File: config.mk
export PLATFORM = sky130hd
export DESIGN_NAME = alu_exec_unit
export DESIGN_NICKNAME = d
export VERILOG_FILES = /design/src/rtl/alu_ops_pkg.sv /design/src/rtl/alu_shift_serial.sv /design/src/rtl/alu_exec_unit.sv
export SDC_FILE = /design/constraint.sdc
export NUM_CORES = 1
export LEC_CHECK = 0
export ABC_AREA = 0
export BUFFER_PORTS_ARGS = -buffer_cell sky130_fd_sc_hd__buf_2
export CORE_AREA = 10 10 144 146
export CTS_CLUSTER_DIAMETER = 40
export DETAILED_ROUTE_END_ITERATION = 10
export DIE_AREA = 0 0 154 156
export PLACE_DENSITY_LB_ADDON = 0.3
export SETUP_SLACK_MARGIN = 0.2
export SYNTH_ARGS = -nofsm -noshare
export SYNTH_HDL_FRONTEND = slang
export SYNTH_HIERARCHICAL = 1
export SYNTH_SLANG_ARGS = --single-unit
File: constraint.sdc
create_clock -name clk -period 8.2 [get_ports clk]
set_input_delay 1.23 -clock clk [delete_from_list [all_inputs] [get_ports clk]]
set_output_delay 1.23 -clock clk [all_outputs]
set_load 0.02 [all_outputs]
File: src/rtl/alu_ops_pkg.sv
// Shared ALU op codes, execute-unit state type and op-class helper.
// Imported by the ALU controller and by the execute unit.
package alu_ops_pkg;

    localparam logic [3:0] OP_AND   = 4'b0000;
    localparam logic [3:0] OP_XOR   = 4'b0001;
    localparam logic [3:0] OP_OR    = 4'b0010;
    localparam logic [3:0] OP_ADD   = 4'b0011;
    localparam logic [3:0] OP_SUB   = 4'b0100;
    localparam logic [3:0] OP_BEQ   = 4'b0101;
    localparam logic [3:0] OP_BNE   = 4'b0110;
    localparam logic [3:0] OP_SLT   = 4'b0111;
    localparam logic [3:0] OP_BGE   = 4'b1000;
    localparam logic [3:0] OP_SRL   = 4'b1001;
    localparam logic [3:0] OP_SLL   = 4'b1010;
    localparam logic [3:0] OP_SRA   = 4'b1011;
    localparam logic [3:0] OP_LUI   = 4'b1100;
    localparam logic [3:0] OP_RSV13 = 4'b1101;
    localparam logic [3:0] OP_RSV14 = 4'b1110;
    localparam logic [3:0] OP_RSV15 = 4'b1111;

    typedef enum logic {IDLE, SHIFT} exec_state_t;

    function automatic logic is_shift(input logic [3:0] op);
        return (op == OP_SRL) || (op == OP_SLL) || (op == OP_SRA);
    endfunction

endpackage

File: src/rtl/alu_shift_serial.sv
// Serial shifter: one bit per step, used for shift amounts > 0.
// Ports:
//   clk, reset   clock, synchronous active-high reset
//   abort        discard any shift in progress
//   start        load value/shamt/op (shamt must be non-zero)
//   step         advance one bit this cycle
//   op           SRL / SLL / SRA op code
//   value, shamt operand and shift amount captured on start
//   done         this step produces the final value
//   shifted      accumulator shifted by one bit
module alu_shift_serial
    import alu_ops_pkg::*;
#(
    parameter int DATA_W = 32
) (
    input  logic              clk,
    input  logic              reset,
    input  logic              abort,
    input  logic              start,
    input  logic              step,
    input  logic [3:0]        op,
    input  logic [DATA_W-1:0] value,
    input  logic [4:0]        shamt,
    output logic              done,
    output logic [DATA_W-1:0] shifted
);

    logic [DATA_W-1:0] acc_q, acc_d;
    logic [4:0]        count_q, count_d;
    logic [3:0]        op_q, op_d;

    always_comb begin
        case (op_q)
            OP_SRL:  shifted = acc_q >> 1;
            OP_SLL:  shifted = acc_q << 1;
            default: shifted = {acc_q[DATA_W-1], acc_q[DATA_W-1:1]};
        endcase
    end

    // Count holds the number of steps still to go, so the last step is at 1.
    assign done = step && (count_q == 5'd1);

    always_comb begin
        acc_d   = acc_q;
        count_d = count_q;
        op_d    = op_q;
        if (abort) begin
            count_d = '0;
        end else if (start) begin
            acc_d   = value;
            count_d = shamt;
            op_d    = op;
        end else if (step && (count_q != 5'd0)) begin
            acc_d   = shifted;
            count_d = count_q - 5'd1;
        end
    end

    always_ff @(posedge clk) begin
        if (reset) begin
            acc_q   <= '0;
            count_q <= '0;
            op_q    <= OP_SRL;
        end else begin
            acc_q   <= acc_d;
            count_q <= count_d;
            op_q    <= op_d;
        end
    end

endmodule

File: src/rtl/alu_exec_unit.sv
// Execute-stage ALU: single-cycle logic/arith/compare/LUI ops, serial shifts.
// Ports:
//   clk, reset          clock, synchronous active-high reset
//   flush               abort in-flight op and drop same-cycle input
//   in_valid/in_ready   operation handshake (in_ready low while shifting)
//   operation, src_a/b  op code and operands
//   tag_in / tag_out    destination tag in / of completed op
//   out_valid           one-cycle pulse when result/tag_out update
//   result              registered result
//
// state | meaning
// IDLE  | accepting ops; single-cycle ops complete here
// SHIFT | serial shift in progress, inputs ignored
module alu_exec_unit
    import alu_ops_pkg::*;
#(
    parameter int DATA_W = 32,
    parameter int TAG_W  = 5
) (
    input  logic              clk,
    input  logic              reset,
    input  logic              flush,
    input  logic              in_valid,
    output logic              in_ready,
    input  logic [3:0]        operation,
    input  logic [DATA_W-1:0] src_a,
    input  logic [DATA_W-1:0] src_b,
    input  logic [TAG_W-1:0]  tag_in,
    output logic              out_valid,
    output logic [DATA_W-1:0] result,
    output logic [TAG_W-1:0]  tag_out
);

    exec_state_t       state_q, state_d;
    logic [DATA_W-1:0] result_q, result_d;
    logic [TAG_W-1:0]  tag_q, tag_d;
    logic [TAG_W-1:0]  pend_tag_q, pend_tag_d;
    logic              out_valid_q, out_valid_d;

    logic [DATA_W-1:0] alu_res;
    logic [4:0]        shamt;
    logic              shift_start, shift_step, shift_done;
    logic [DATA_W-1:0] shift_res;

    assign shamt = src_b[4:0];

    // Shifts by zero finish here as a plain pass-through of operand A.
    always_comb begin
        case (operation)
            OP_AND:  alu_res = src_a & src_b;
            OP_XOR:  alu_res = src_a ^ src_b;
            OP_OR:   alu_res = src_a | src_b;
            OP_ADD:  alu_res = src_a + src_b;
            OP_SUB:  alu_res = src_a - src_b;
            OP_BEQ:  alu_res = DATA_W'(src_a == src_b);
            OP_BNE:  alu_res = DATA_W'(src_a != src_b);
            OP_SLT:  alu_res = DATA_W'($signed(src_a) <  $signed(src_b));
            OP_BGE:  alu_res = DATA_W'($signed(src_a) >= $signed(src_b));
            OP_SRL, OP_SLL, OP_SRA: alu_res = src_a;
            OP_LUI:  alu_res = src_b;
            default: alu_res = '0;
        endcase
    end

    alu_shift_serial #(.DATA_W(DATA_W)) u_shift (
        .clk     (clk),
        .reset   (reset),
        .abort   (flush),
        .start   (shift_start),
        .step    (shift_step),
        .op      (operation),
        .value   (src_a),
        .shamt   (shamt),
        .done    (shift_done),
        .shifted (shift_res)
    );

    always_comb begin
        state_d     = state_q;
        result_d    = result_q;
        tag_d       = tag_q;
        pend_tag_d  = pend_tag_q;
        out_valid_d = 1'b0;
        shift_start = 1'b0;
        shift_step  = 1'b0;
        in_ready    = (state_q == IDLE);
        if (flush) begin
            state_d = IDLE;
        end else begin
            case (state_q)
                IDLE: begin
                    if (in_valid) begin
                        if (is_shift(operation) && (shamt != 5'd0)) begin
                            shift_start = 1'b1;
                            pend_tag_d  = tag_in;
                            state_d     = SHIFT;
                        end else begin
                            result_d    = alu_res;
                            tag_d       = tag_in;
                            out_valid_d = 1'b1;
                        end
                    end
                end
                SHIFT: begin
                    shift_step = 1'b1;
                    if (shift_done) begin
                        result_d    = shift_res;
                        tag_d       = pend_tag_q;
                        out_valid_d = 1'b1;
                        state_d     = IDLE;
                    end
                end
                default: state_d = IDLE;
            endcase
        end
    end

    always_ff @(posedge clk) begin
        if (reset) begin
            state_q     <= IDLE;
            result_q    <= '0;
            tag_q       <= '0;
            pend_tag_q  <= '0;
            out_valid_q <= 1'b0;
        end else begin
            state_q     <= state_d;
            result_q    <= result_d;
            tag_q       <= tag_d;
            pend_tag_q  <= pend_tag_d;
            out_valid_q <= out_valid_d;
        end
    end

    assign out_valid = out_valid_q;
    assign result    = result_q;
    assign tag_out   = tag_q;

endmodule

==> results of run 1 <==
[synthesized netlist by cell type (25+ instances only)]
cell	n
sky130_fd_sc_hd__buf_2	25
sky130_fd_sc_hd__a21oi_1	120
sky130_fd_sc_hd__nor2_1	114
sky130_fd_sc_hd__mux2i_1	43
sky130_fd_sc_hd__ha_1	99
sky130_fd_sc_hd__clkbuf_1	47
sky130_fd_sc_hd__nand2_1	100
sky130_fd_sc_hd__inv_1	99
sky130_fd_sc_hd__o21ai_0	61
sky130_fd_sc_hd__dfxtp_1	85
sky130_fd_sc_hd__o2bb2ai_1	26
sky130_fd_sc_hd__nor3_1	31
sky130_fd_sc_hd__mux2_2	26
[sequential cells by signal (all words and copies together) (netlist names)]
signal           flops
tag_out              5
u_shift/op_q         4
out_valid            1
result              32
u_shift/count_q      5
state_q              1
pend_tag_q           5
u_shift/acc_q       32
[per-stage QoR]
step	util [%]	area, sq um	instances
floorplan	-	9797	1292
global placement	58.20	10380	1565
detailed placement	58.20	10380	1565
CTS	59.91	10690	1581
global route	59.91	10690	1581
finish	59.91	10690	1581
[power breakdown]
group | switching (uW) | leakage [uW] | total [uW] | internal [uW]
clock network | 192 | 0.000149 | 433 | 241
logic | 325 | 0.00387 | 499 | 174
registers | 7.52 | 0.000690 | 433 | 425
[how the worst max path moves through the flow]
| stage | end | start | cells after the start | slack (ns) |
|---|---|---|---|---|
| final | result[29] | src_b[4] | 12 | 4.08 |
| after global routing | result[29] | src_b[4] | 12 | 3.90 |
| after CTS | result[28] | src_a[0] | 14 | 4.16 |
| after detailed placement | result[29] | src_b[4] | 12 | 3.77 |
| after global placement | result[26] | src_b[0] | 12 | 3.83 |
| after floorplan | result[20] | src_a[0] | 11 | 4.38 |
[kinds of logic after synthesis]
group	Yosys count
muxes	78
and+or+nand+nor	365
xor gates and xnor gates	22
DFF	85
buffers and inverters	188
AOI/OAI and AO/OA	453
adders and majority gates	101
[routing by layer]
metal | part of all wire, % | global-route usage [%] | vias up | wire length [um]
met5 | 0 | 0 | - | 0
met4 | 2.9 | 8.232 | 0 | 1016
met3 | 12 | 6.424 | 92 | 4179
met2 | 43 | 41.56 | 625 | 14990
met1 | 42 | 36.66 | 5004 | 14640
li1 | - | - | 4873 | -
[cell usage in the layout, fill, tap and decap left out, types with 23 or more instances in the layout]
cell type / count
sky130_fd_sc_hd__o211ai_1: 23
sky130_fd_sc_hd__nor2_1: 111
sky130_fd_sc_hd__mux2i_1: 43
sky130_fd_sc_hd__o2bb2ai_1: 26
sky130_fd_sc_hd__dfxtp_1: 85
sky130_fd_sc_hd__mux2_2: 26
sky130_fd_sc_hd__nand2_1: 100
sky130_fd_sc_hd__buf_2: 115
sky130_fd_sc_hd__ha_1: 99
sky130_fd_sc_hd__inv_1: 98
sky130_fd_sc_hd__nor3_1: 30
sky130_fd_sc_hd__a211oi_1: 23
sky130_fd_sc_hd__a21oi_1: 119
sky130_fd_sc_hd__o21ai_0: 61
[worst register-to-register path: cells and delay by family, from the launching register on]
kind / cells / cell delay, ns
AOI/OAI and AO/OA: 3 / 0.83
buffers and inverters: 3 / 1.03
DFF: 1 / 0.31
and+or+nand+nor: 5 / 1.58
[layout make-up]
type                       instances  area (sq um)  area share (%)
clock inverter                     7         80.08          0.7492
timing repair buffer             132         703.2           6.578
tap                              229         286.5           2.681
inverter                         100         375.4           3.512
multi-input combinational       1019          7317           68.45
clock buffer                       9         225.2           2.107
sequential                        85          1702           15.92
==> flow_metrics.env, run 1 <==
export IMPL_run_status="finished clean"
export IMPL_syn_area_sq_um=9797
export IMPL_cts_inserted_buffers=9
export IMPL_synth_area_leader_cell="sky130_fd_sc_hd__dfxtp_1"
export IMPL_number_of_levels_the_h_tree_was_split_into=3
export IMPL_clkTransAtPathRegs_ns=0.07
export IMPL_peak_per_stage_delay_on_the_critical_path_ns=0.67
export IMPL_finClkSkew_ns=0.01340
export IMPL_post_synth_fa_ha_maj_area_fraction_pct=13.05
export IMPL_grt_usage_pct=27.08
export IMPL_timing_final_max_slew_violations=0
export IMPL_floorplan_core_area_sq_um=17840
export IMPL_yosysSeqAreaShare_pct=17.37
export IMPL_complex_gate_fraction_of_the_synthesized_area_pct=33.10
export IMPL_clk_latency_ns=0.36
export IMPL_rows=49
export IMPL_grt_pass1_vias=9768
export IMPL_timing_critical_path_buf_inv=2
export IMPL_dieArea_sq_um=24020
export IMPL_cell_at_the_root_of_the_clock_tree="sky130_fd_sc_hd__clkbuf_16"
export IMPL_detail_route_vias_per_cell=6.701
export IMPL_synth_area_top_cells="sky130_fd_sc_hd__dfxtp_1 (17%), sky130_fd_sc_hd__ha_1 (13%), sky130_fd_sc_hd__a21oi_1 (6.1%), sky130_fd_sc_hd__mux2i_1 (4.4%), sky130_fd_sc_hd__nor2_1 (4.4%)"
export IMPL_ir_drop_mv=0.1241
export IMPL_cp_slowest_cell="sky130_fd_sc_hd__nor4_1"
export IMPL_yosysTopAreaCellShare_pct=17.37
export IMPL_drt_wl_total_um=34830
export IMPL_max_cap_violations=0
export IMPL_cts_root_to_sink_buffers=2
export IMPL_global_route_wire_length_before_repair_um=53900
export IMPL_crit_required_ns=8.43
export IMPL_worst_path_dominant_cell_family="compound AO/OA/AOI/OAI gates"
export IMPL_synth_async_reset_ratio_pct=0
export IMPL_p_per_area_nw_per_um2=127.7
export IMPL_mean_routed_wirelength_per_cell_um=22.03
export IMPL_regToRegSetupSlack_ns=4.38
export IMPL_cts_repair_resized=0
export IMPL_grt_max_degree=47
export IMPL_pre_cts_ws_ns=3.774
export IMPL_postLayoutSetupSlackWorst_ns=4.076
export IMPL_count_of_filler_cells_inserted_in_the_layout=1647
export IMPL_ys_flop_type="sky130_fd_sc_hd__dfxtp_1"
export IMPL_finalSetupTns_ns=0
export IMPL_ys_seq_elements=85
export IMPL_gpl_final_weighted_congestion=1.029
export IMPL_clock_sinks=85
export IMPL_dieWidth_um=154
export IMPL_timing_final_hold_violations=0
export IMPL_dp_hpwl_um=25870
export IMPL_syn_nets=1470
export IMPL_p_leak_uw=0.004712
export IMPL_fin_total_pwr_uw=1365
export IMPL_rsz_0062_raised_after_global_routing="no"
export IMPL_arrival_ns=4.36
export IMPL_grt_ovfl_total=0
export IMPL_overall_via_count_from_detail_route=10590
export IMPL_final_nets=1525
export IMPL_starting_density_pct=54.91
export IMPL_critical_path_cell_chain="buf_2, inv_1, ha_1, a21o_1, a31oi_1, a21oi_1, nor4_1, o211ai_1, a41oi_1, xnor2_1, a211oi_1, a2111oi_0"
export IMPL_synth_top_family_by_area="compound AO/OA/AOI/OAI gates"
export IMPL_syn2layout_area_growth_pct=9.106
export IMPL_worst_setup_path_type="in -> reg"
export IMPL_whs_endpoint="pend_tag_q[2]"
export IMPL_finalCriticalPeriod_ns=4.124
export IMPL_rr_worst_depth=11
export IMPL_timing_rr_end="result[23]"
export IMPL_holdCritStartpoint="pend_tag_q[2]"
export IMPL_final_hold_worst_slack_ns=0.4569
export IMPL_synth_area_mux_share_pct=8.416
export IMPL_number_of_instances_in_the_synthesized_netlist=1292
export IMPL_syn_mean_instance_area_sq_um=7.583
export IMPL_layout_drive_gt1_share_pct=16.12
export IMPL_chipHeight_um=156
export IMPL_synth_simple_gate_area_share_pct=17.91
export IMPL_synth_cell_types=90
export IMPL_worst_pin_slew_ns=0.9058
export IMPL_initialDrtViolationCount=1318
export IMPL_timing_critical_path_to_type="flop"
export IMPL_post_cts_hold_buffer_count=0
export IMPL_ant_nets=0
export IMPL_num_antenna_cells=0
export IMPL_numPortBuffers=115
export IMPL_cp_start_kind="input pin"
export IMPL_detail_route_drc_violations=0
export IMPL_worst_r2r_start="state_q"
export IMPL_drt_pre_antenna_iters=5
export IMPL_max_clk_rate_ghz=0.2425
export IMPL_fraction_of_the_cycle_the_final_worst_path_needs_pct=50.30
export IMPL_hold_path_depth=2
export IMPL_post_synth_xor_area_fraction_pct=1.967
export IMPL_max_slew_margin_pct=39.15
export IMPL_cts_setup_buffers=0
export IMPL_min_delay_path_class="reg -> reg"
export IMPL_yosys_synthesis_warning_count=6
export IMPL_floorplan_io_pins=116
export IMPL_synth_enable_flop_cells=0
export IMPL_antenna_violations_before_repair=0
export IMPL_finalSetupViolCount=0
export IMPL_worstPathMaxFanout=8
export IMPL_cts_tree="yes"
Note: power is estimated with default switching activity, not from simulation.
==> run 2: changes to the inputs <==
==> constraint.sdc (replaced) <==
create_clock -name clk -period 4 [get_ports clk]
set_input_delay 0.6 -clock clk [delete_from_list [all_inputs] [get_ports clk]]
set_output_delay 0.6 -clock clk [all_outputs]
set_load 0.02 [all_outputs]
==> run 2 against run 1 <==
Clock skew down 0.0058 ns. Final area up 2.3%. Critical endpoint is now result[11]. Cell count rose by 2.0%.
==> flow_metrics.env, run 2 (synthesized netlist as in run 1, its figures left out) <==
export IMPL_grt_usage_pct=28.25
export IMPL_cts_root_to_sink_buffers=2
export IMPL_cts_tree="yes"
export IMPL_min_delay_path_class="reg -> reg"
export IMPL_max_slew_margin_pct=34.13
export IMPL_fin_total_pwr_uw=2855
export IMPL_cp_start_kind="input pin"
export IMPL_hold_path_depth=2
export IMPL_initialDrtViolationCount=1072
export IMPL_rsz_0062_raised_after_global_routing="no"
export IMPL_final_hold_worst_slack_ns=0.4562
export IMPL_register_area_sq_um=1702
export IMPL_mean_routed_wirelength_per_cell_um=22.29
export IMPL_max_clk_rate_ghz=0.2989
export IMPL_finalCriticalPeriod_ns=3.346
export IMPL_p_leak_uw=0.004863
export IMPL_p_per_area_nw_per_um2=261.0
export IMPL_worst_pin_slew_ns=0.9880
export IMPL_cts_setup_buffers=0
export IMPL_overall_via_count_from_detail_route=10680
export IMPL_floorplan_core_area_sq_um=17840
export IMPL_clkTransAtPathRegs_ns=0.07
export IMPL_timing_rr_end="u_shift/acc_q[17]"
export IMPL_regToRegSetupSlack_ns=0.99
export IMPL_syn2layout_area_growth_pct=11.66
export IMPL_ir_drop_mv=0.2215
export IMPL_final_nets=1555
export IMPL_whs_endpoint="pend_tag_q[4]"
export IMPL_gpl_final_weighted_congestion=1.035
export IMPL_finalSetupViolCount=0
export IMPL_dp_hpwl_um=27510
export IMPL_numPortBuffers=115
export IMPL_grt_ovfl_total=0
export IMPL_final_core_util_pct=61.32
export IMPL_ant_nets=0
export IMPL_rr_worst_depth=9
export IMPL_critPathMostFrequentCell="sky130_fd_sc_hd__a21oi_1"
export IMPL_cell_at_the_root_of_the_clock_tree="sky130_fd_sc_hd__clkbuf_16"
export IMPL_grt_pass1_vias=10160
export IMPL_floorplan_io_pins=116
export IMPL_pre_cts_ws_ns=0.3755
export IMPL_holdCritStartpoint="pend_tag_q[4]"
export IMPL_finClkSkew_ns=0.007578
export IMPL_drt_pre_antenna_iters=7
export IMPL_dieArea_sq_um=24020
export IMPL_dieWidth_um=154
export IMPL_worst_r2r_start="state_q"
export IMPL_crit_required_ns=4.22
export IMPL_grt_max_degree=32
export IMPL_clk_latency_ns=0.36
export IMPL_multi_input_comb_area_sq_um=7317
export IMPL_arrival_ns=3.57
export IMPL_peak_per_stage_delay_on_the_critical_path_ns=0.66
export IMPL_cts_inserted_buffers=9
export IMPL_antenna_violations_before_repair=1
export IMPL_worstPathMaxFanout=8
export IMPL_leading_cell_type_in_the_layout_fill_and_taps_excluded="sky130_fd_sc_hd__a21oi_1"
export IMPL_worst_setup_path_type="in -> reg"
export IMPL_timing_final_hold_violations=0
export IMPL_crit_start="src_b[4]"
export IMPL_layout_cells_most_common_list="sky130_fd_sc_hd__a21oi_1 (119), sky130_fd_sc_hd__buf_2 (115), sky130_fd_sc_hd__nor2_1 (111)"
export IMPL_count_of_filler_cells_inserted_in_the_layout=1661
export IMPL_run_status="finished clean"
export IMPL_finalSetupTns_ns=0
export IMPL_starting_density_pct=54.91
export IMPL_detail_route_vias_per_cell=6.625
export IMPL_timing_critical_path_to_type="flop"
export IMPL_postLayoutSetupSlackWorst_ns=0.6542
export IMPL_layout_drive_gt1_share_pct=17.95
export IMPL_max_cap_violations=0
export IMPL_fraction_of_the_cycle_the_final_worst_path_needs_pct=83.64
export IMPL_critical_path_cell_chain="buf_2, inv_1, ha_1, a21o_1, a31oi_1, a21oi_1, o41ai_1, buf_4, nor2_1, a21oi_1, o211ai_1, a221oi_1, nor3_1"
export IMPL_detail_route_drc_violations=0
export IMPL_chipHeight_um=156
export IMPL_rows=49
export IMPL_drt_wl_total_um=35920
export IMPL_post_cts_hold_buffer_count=0
export IMPL_clock_sinks=85
export IMPL_cp_slowest_cell="sky130_fd_sc_hd__a221oi_1"
export IMPL_global_route_wire_length_before_repair_um=55780
export IMPL_number_of_levels_the_h_tree_was_split_into=3
export IMPL_timing_final_max_slew_violations=0
export IMPL_cts_repair_resized=0
-- run 2: cell count changes in the layout (fill, tap and decap cells not counted), sizes merged --
cell / delta
buf: +30
inv: -1
diode: +1
clkinvlp: +1
-- run 2: per-layer routing --
layer,global-route usage (%),share of wire (%),wire (um)
met1,36.35,42,15260
met2,45.09,44,15950
met5,0,0,0
met4,7.647,2.1,751
met3,8.133,11,3962
-- run 2: final cells by class --
type	count	share of cell area (%)
diodes	1	0.02288
clock buffers	9	2.059
clock inverters	7	0.8235
inverters	100	3.431
multi-input cells	1019	66.89
flip-flops and latches	85	15.56
well taps	229	2.619
repair buffers	162	8.601
-- run 2: power breakdown --
group	internal, uW	switching [uW]
registers	871	15.6
logic	379	666
clock network	499	424
total	1750	1110
-- run 2: critical path, delay by kind of cell --
kind / cells / cell delay, ns
AOI/OAI and AO/OA: 7 / 2.02
buffers and inverters: 3 / 0.44
adders and majority gates: 1 / 0.38
and+or+nand+nor: 2 / 0.14
-- run 2: worst max-delay path by stage --
stage | to | cells after the start | slack, ns
3_5_place_dp | result[26] | 12 | 0.38
4_1_cts | result[18] | 14 | 0.74
2_1_floorplan | result[20] | 11 | 0.81
5_1_grt | result[28] | 14 | 0.49
3_3_place_gp | result[18] | 14 | 0.39
6_report | result[11] | 13 | 0.65
-- run 2: stage by stage --
stage	cell area [sq um]	cells
after floorplan	9797	1292
after global placement	10620	1595
after detailed placement	10620	1595
after CTS	10940	1611
after global routing	10940	1611
final	10940	1612
==> run 3: changes to the inputs <==
--- a/config.mk
+++ b/config.mk
@@ -5,12 +5,12 @@
 export SDC_FILE = /design/constraint.sdc
 export NUM_CORES = 1
 export LEC_CHECK = 0
-export ABC_AREA = 0
+export ABC_AREA = 1
 export BUFFER_PORTS_ARGS = -buffer_cell sky130_fd_sc_hd__buf_2
-export CORE_AREA = 10 10 144 146
+export CORE_AREA = 10 10 153 155
 export CTS_CLUSTER_DIAMETER = 40
 export DETAILED_ROUTE_END_ITERATION = 10
-export DIE_AREA = 0 0 154 156
+export DIE_AREA = 0 0 163 165
 export PLACE_DENSITY_LB_ADDON = 0.3
 export SETUP_SLACK_MARGIN = 0.2
 export SYNTH_ARGS = -nofsm -noshare
==> constraint.sdc (replaced) <==
create_clock -name clk -period 3.2 [get_ports clk]
set_input_delay 0.48 -clock clk [delete_from_list [all_inputs] [get_ports clk]]
set_output_delay 0.48 -clock clk [all_outputs]
set_load 0.02 [all_outputs]
==> run 3 against run 2 <==
Via count rose by 27%. Clock-buffer cell count rose by 1. Synthesized area grew 14%. Critical endpoint is now result[29]. First-iteration DRC count rose by 51%. Sequential share of layout area shrank 1.5 points.
==> flow_metrics.env, run 3 <==
export IMPL_run_status="finished clean"
export IMPL_p_per_area_nw_per_um2=312.0
export IMPL_overall_via_count_from_detail_route=13590
export IMPL_detail_route_vias_per_cell=5.951
export IMPL_number_of_levels_the_h_tree_was_split_into=3
export IMPL_power_switching_uw=1596
export IMPL_grt_ovfl_total=0
export IMPL_yosys_synthesis_warning_count=6
export IMPL_max_slew_margin_pct=47.20
export IMPL_cell_at_the_root_of_the_clock_tree="sky130_fd_sc_hd__clkbuf_16"
export IMPL_cp_slowest_cell="sky130_fd_sc_hd__ha_1"
export IMPL_mean_routed_wirelength_per_cell_um=20.59
export IMPL_post_cts_hold_buffer_count=0
export IMPL_hold_path_depth=3
export IMPL_pwr_share_clk_pct=29.6
export IMPL_design_area_sq_um=12140
export IMPL_timing_critical_path_to_type="flop"
export IMPL_finalCriticalPeriod_ns=2.594
export IMPL_final_nets=2186
export IMPL_regToRegSetupSlack_ns=0.79
export IMPL_timing_critical_path_buf_inv=2
export IMPL_cts_root_to_sink_buffers=2
export IMPL_rows=52
export IMPL_max_clk_rate_ghz=0.3855
export IMPL_num_antenna_cells=0
export IMPL_clkTransAtPathRegs_ns=0.07
export IMPL_initialDrtViolationCount=1616
export IMPL_peak_per_stage_delay_on_the_critical_path_ns=0.52
export IMPL_p_leak_uw=0.006574
export IMPL_syn2layout_area_growth_pct=8.961
export IMPL_rsz_0062_raised_after_global_routing="no"
export IMPL_cts_inserted_buffers=9
export IMPL_grt_max_degree=63
export IMPL_ys_flop_type="sky130_fd_sc_hd__dfxtp_1"
export IMPL_yosysSeqAreaShare_pct=15.27
export IMPL_grt_pass1_vias=12620
export IMPL_layout_drive_gt1_share_pct=13.11
export IMPL_finalSetupTns_ns=0
export IMPL_worst_path_dominant_cell_family="simple AND/OR/NAND/NOR gates"
export IMPL_ir_drop_mv=0.2847
export IMPL_synth_cell_types=55
export IMPL_cts_tree="yes"
export IMPL_finalSetupViolCount=0
export IMPL_fin_total_pwr_uw=3788
export IMPL_chipHeight_um=165
export IMPL_critical_path_cell_chain="buf_2, inv_1, ha_1, nand2_1, o21ai_0, a21oi_1, nand2_1, nand2_1, nand2_1, nand2_1, nand3_1, nand3_1, nand2_1, a21oi_1"
export IMPL_rr_worst_depth=9
export IMPL_worst_setup_path_type="in -> reg"
export IMPL_placed_cell_area_sq_um=11830
export IMPL_synth_area_top_cells="sky130_fd_sc_hd__nand2_1 (17%), sky130_fd_sc_hd__dfxtp_1 (15%), sky130_fd_sc_hd__ha_1 (11%), sky130_fd_sc_hd__nand3_1 (8.9%), sky130_fd_sc_hd__inv_1 (8.2%)"
export IMPL_min_delay_path_class="in -> reg"
export IMPL_critPathMostFrequentCell="sky130_fd_sc_hd__nand2_1"
export IMPL_finClkSkew_ns=0.008664
export IMPL_antenna_violations_before_repair=0
export IMPL_leading_cell_type_in_the_layout_fill_and_taps_excluded="sky130_fd_sc_hd__nand2_1"
export IMPL_dp_hpwl_um=36630
export IMPL_grt_usage_pct=33.95
export IMPL_synth_commonest_cells="sky130_fd_sc_hd__nand2_1 (511), sky130_fd_sc_hd__inv_1 (243), sky130_fd_sc_hd__nor2_1 (199)"
export IMPL_final_core_util_pct=60.19
export IMPL_dieWidth_um=163
export IMPL_floorplan_io_pins=116
export IMPL_worst_pin_slew_ns=0.7909
export IMPL_max_cap_violations=0
export IMPL_arrival_ns=2.85
export IMPL_syn_mean_instance_area_sq_um=5.794
export IMPL_ant_nets=0
export IMPL_path_depth=14
export IMPL_synth_area_leader_cell="sky130_fd_sc_hd__nand2_1"
export IMPL_combinational_share_of_power_pct=40.6
export IMPL_yosys_cell_count_top_type="sky130_fd_sc_hd__nand2_1"
export IMPL_dieArea_sq_um=26900
export IMPL_layout_cells_most_common_list="sky130_fd_sc_hd__nand2_1 (511), sky130_fd_sc_hd__inv_1 (243), sky130_fd_sc_hd__nor2_1 (199)"
export IMPL_ys_seq_elements=85
export IMPL_drt_wl_total_um=47000
export IMPL_timing_final_hold_violations=0
export IMPL_cp_start_kind="input pin"
export IMPL_syn_area_sq_um=11140
export IMPL_gpl_final_weighted_congestion=1.054
export IMPL_switching_share_pct=42.14
export IMPL_worstPathMaxFanout=9
export IMPL_yosysTopAreaCellShare_pct=17.22
export IMPL_detail_route_drc_violations=0
export IMPL_timing_final_max_slew_violations=0
export IMPL_synth_enable_flop_cells=0
export IMPL_drt_pre_antenna_iters=6
export IMPL_numPortBuffers=115
export IMPL_power_frac_seq_pct=29.8
export IMPL_global_route_wire_length_before_repair_um=71640
export IMPL_cts_repair_resized=0
export IMPL_starting_density_pct=55.24
export IMPL_intPower_uw=2192
export IMPL_clock_sinks=85
export IMPL_clk_latency_ns=0.36
export IMPL_floorplan_core_area_sq_um=20170
export IMPL_number_of_instances_in_the_synthesized_netlist=1923
export IMPL_cts_setup_buffers=0
export IMPL_crit_required_ns=3.46
export IMPL_synth_async_reset_ratio_pct=0
export IMPL_fraction_of_the_cycle_the_final_worst_path_needs_pct=81.07
export IMPL_syn_nets=2101
run 3: changes by cell type in the layout (fill, tap and decap cells not counted), moves of 26 or more:
| cell | before | now |
|---|---|---|
| sky130_fd_sc_hd__nand3_1 | 18 | 198 |
| sky130_fd_sc_hd__nand2_1 | 100 | 511 |
| sky130_fd_sc_hd__mux2_2 | 26 | 0 |
| sky130_fd_sc_hd__o2bb2ai_1 | 26 | 0 |
| sky130_fd_sc_hd__o21ai_0 | 61 | 99 |
| sky130_fd_sc_hd__inv_1 | 98 | 243 |
| sky130_fd_sc_hd__and2_1 | 4 | 30 |
| sky130_fd_sc_hd__mux2i_1 | 43 | 1 |
| sky130_fd_sc_hd__nor2_1 | 111 | 199 |
| sky130_fd_sc_hd__o22ai_1 | 17 | 44 |
run 3: area by class of cell:
| type | count | area (sq um) |
|---|---|---|
| Fill cell | 2068 | 8029 |
| Tap cell | 270 | 337.8 |
| Sequential cell | 85 | 1702 |
| Clock inverter | 6 | 71.32 |
| Multi-Input combinational cell | 1494 | 7919 |
| Inverter | 262 | 988.4 |
| Timing Repair Buffer | 156 | 883.3 |
| Clock buffer | 10 | 239.0 |
run 3: worst paths after layout:
check                start                 to
max               src_a[7]         result[29]
min              tag_in[1]      pend_tag_q[1]
max reg2reg        state_q  u_shift/acc_q[29]
min reg2reg  pend_tag_q[4]         tag_out[4]
run 3: per-layer routing:
layer	wire length, um	GRT usage (%)
met2	20190	52.49
met1	18420	41.65
met3	4676	6.497
met5	0	0
met4	3724	24.22
run 3: metrics by stage:
stage	hold slack (ns)	setup slack, ns	std cells
2_1_floorplan	0.4469	0.9994	1923
3_3_place_gp	0.4582	0.2993	2267
3_5_place_dp	0.4631	0.3248	2267
4_1_cts	0.3570	0.6864	2283
5_1_grt	0.3706	0.4346	2283
6_report	0.3624	0.6057	2283
run 3: worst register-to-register path: stages, from the launching register on:
cell and delay [ns]:
sky130_fd_sc_hd__dfxtp_1 0.31, sky130_fd_sc_hd__inv_1 0.07, sky130_fd_sc_hd__buf_4 0.48, sky130_fd_sc_hd__nand4_1 0.30, sky130_fd_sc_hd__nor2_4 0.18, sky130_fd_sc_hd__inv_2 0.20, sky130_fd_sc_hd__nand2_4 0.23, sky130_fd_sc_hd__nand2_8 0.26
sky130_fd_sc_hd__nor2_1 0.22, sky130_fd_sc_hd__nor2_1 0.06
run 3: power by group through the flow:
| stage | Sequential, uW | Clock (uW) | Combinational [uW] |
|---|---|---|---|
| global route | 1130 | 1170 | 1670 |
| CTS | 1130 | 1130 | 1490 |
| detailed placement | 1150 | 0 | 1480 |
| global placement | 1150 | 0 | 1470 |
| floorplan | 1180 | 0 | 935 |
| finish | 1130 | 1120 | 1540 |
run 3: logic make-up after synthesis:
kind of cell | after synthesis | share of synthesized area [%]
simple gates | 1033 | 40.37
compound gates | 357 | 18.93
buf+inv | 344 | 13.70
fa+ha+maj | 101 | 11.48
flops | 85 | 15.27
xor+xnor | 2 | 0.1572
mux | 1 | 0.08984
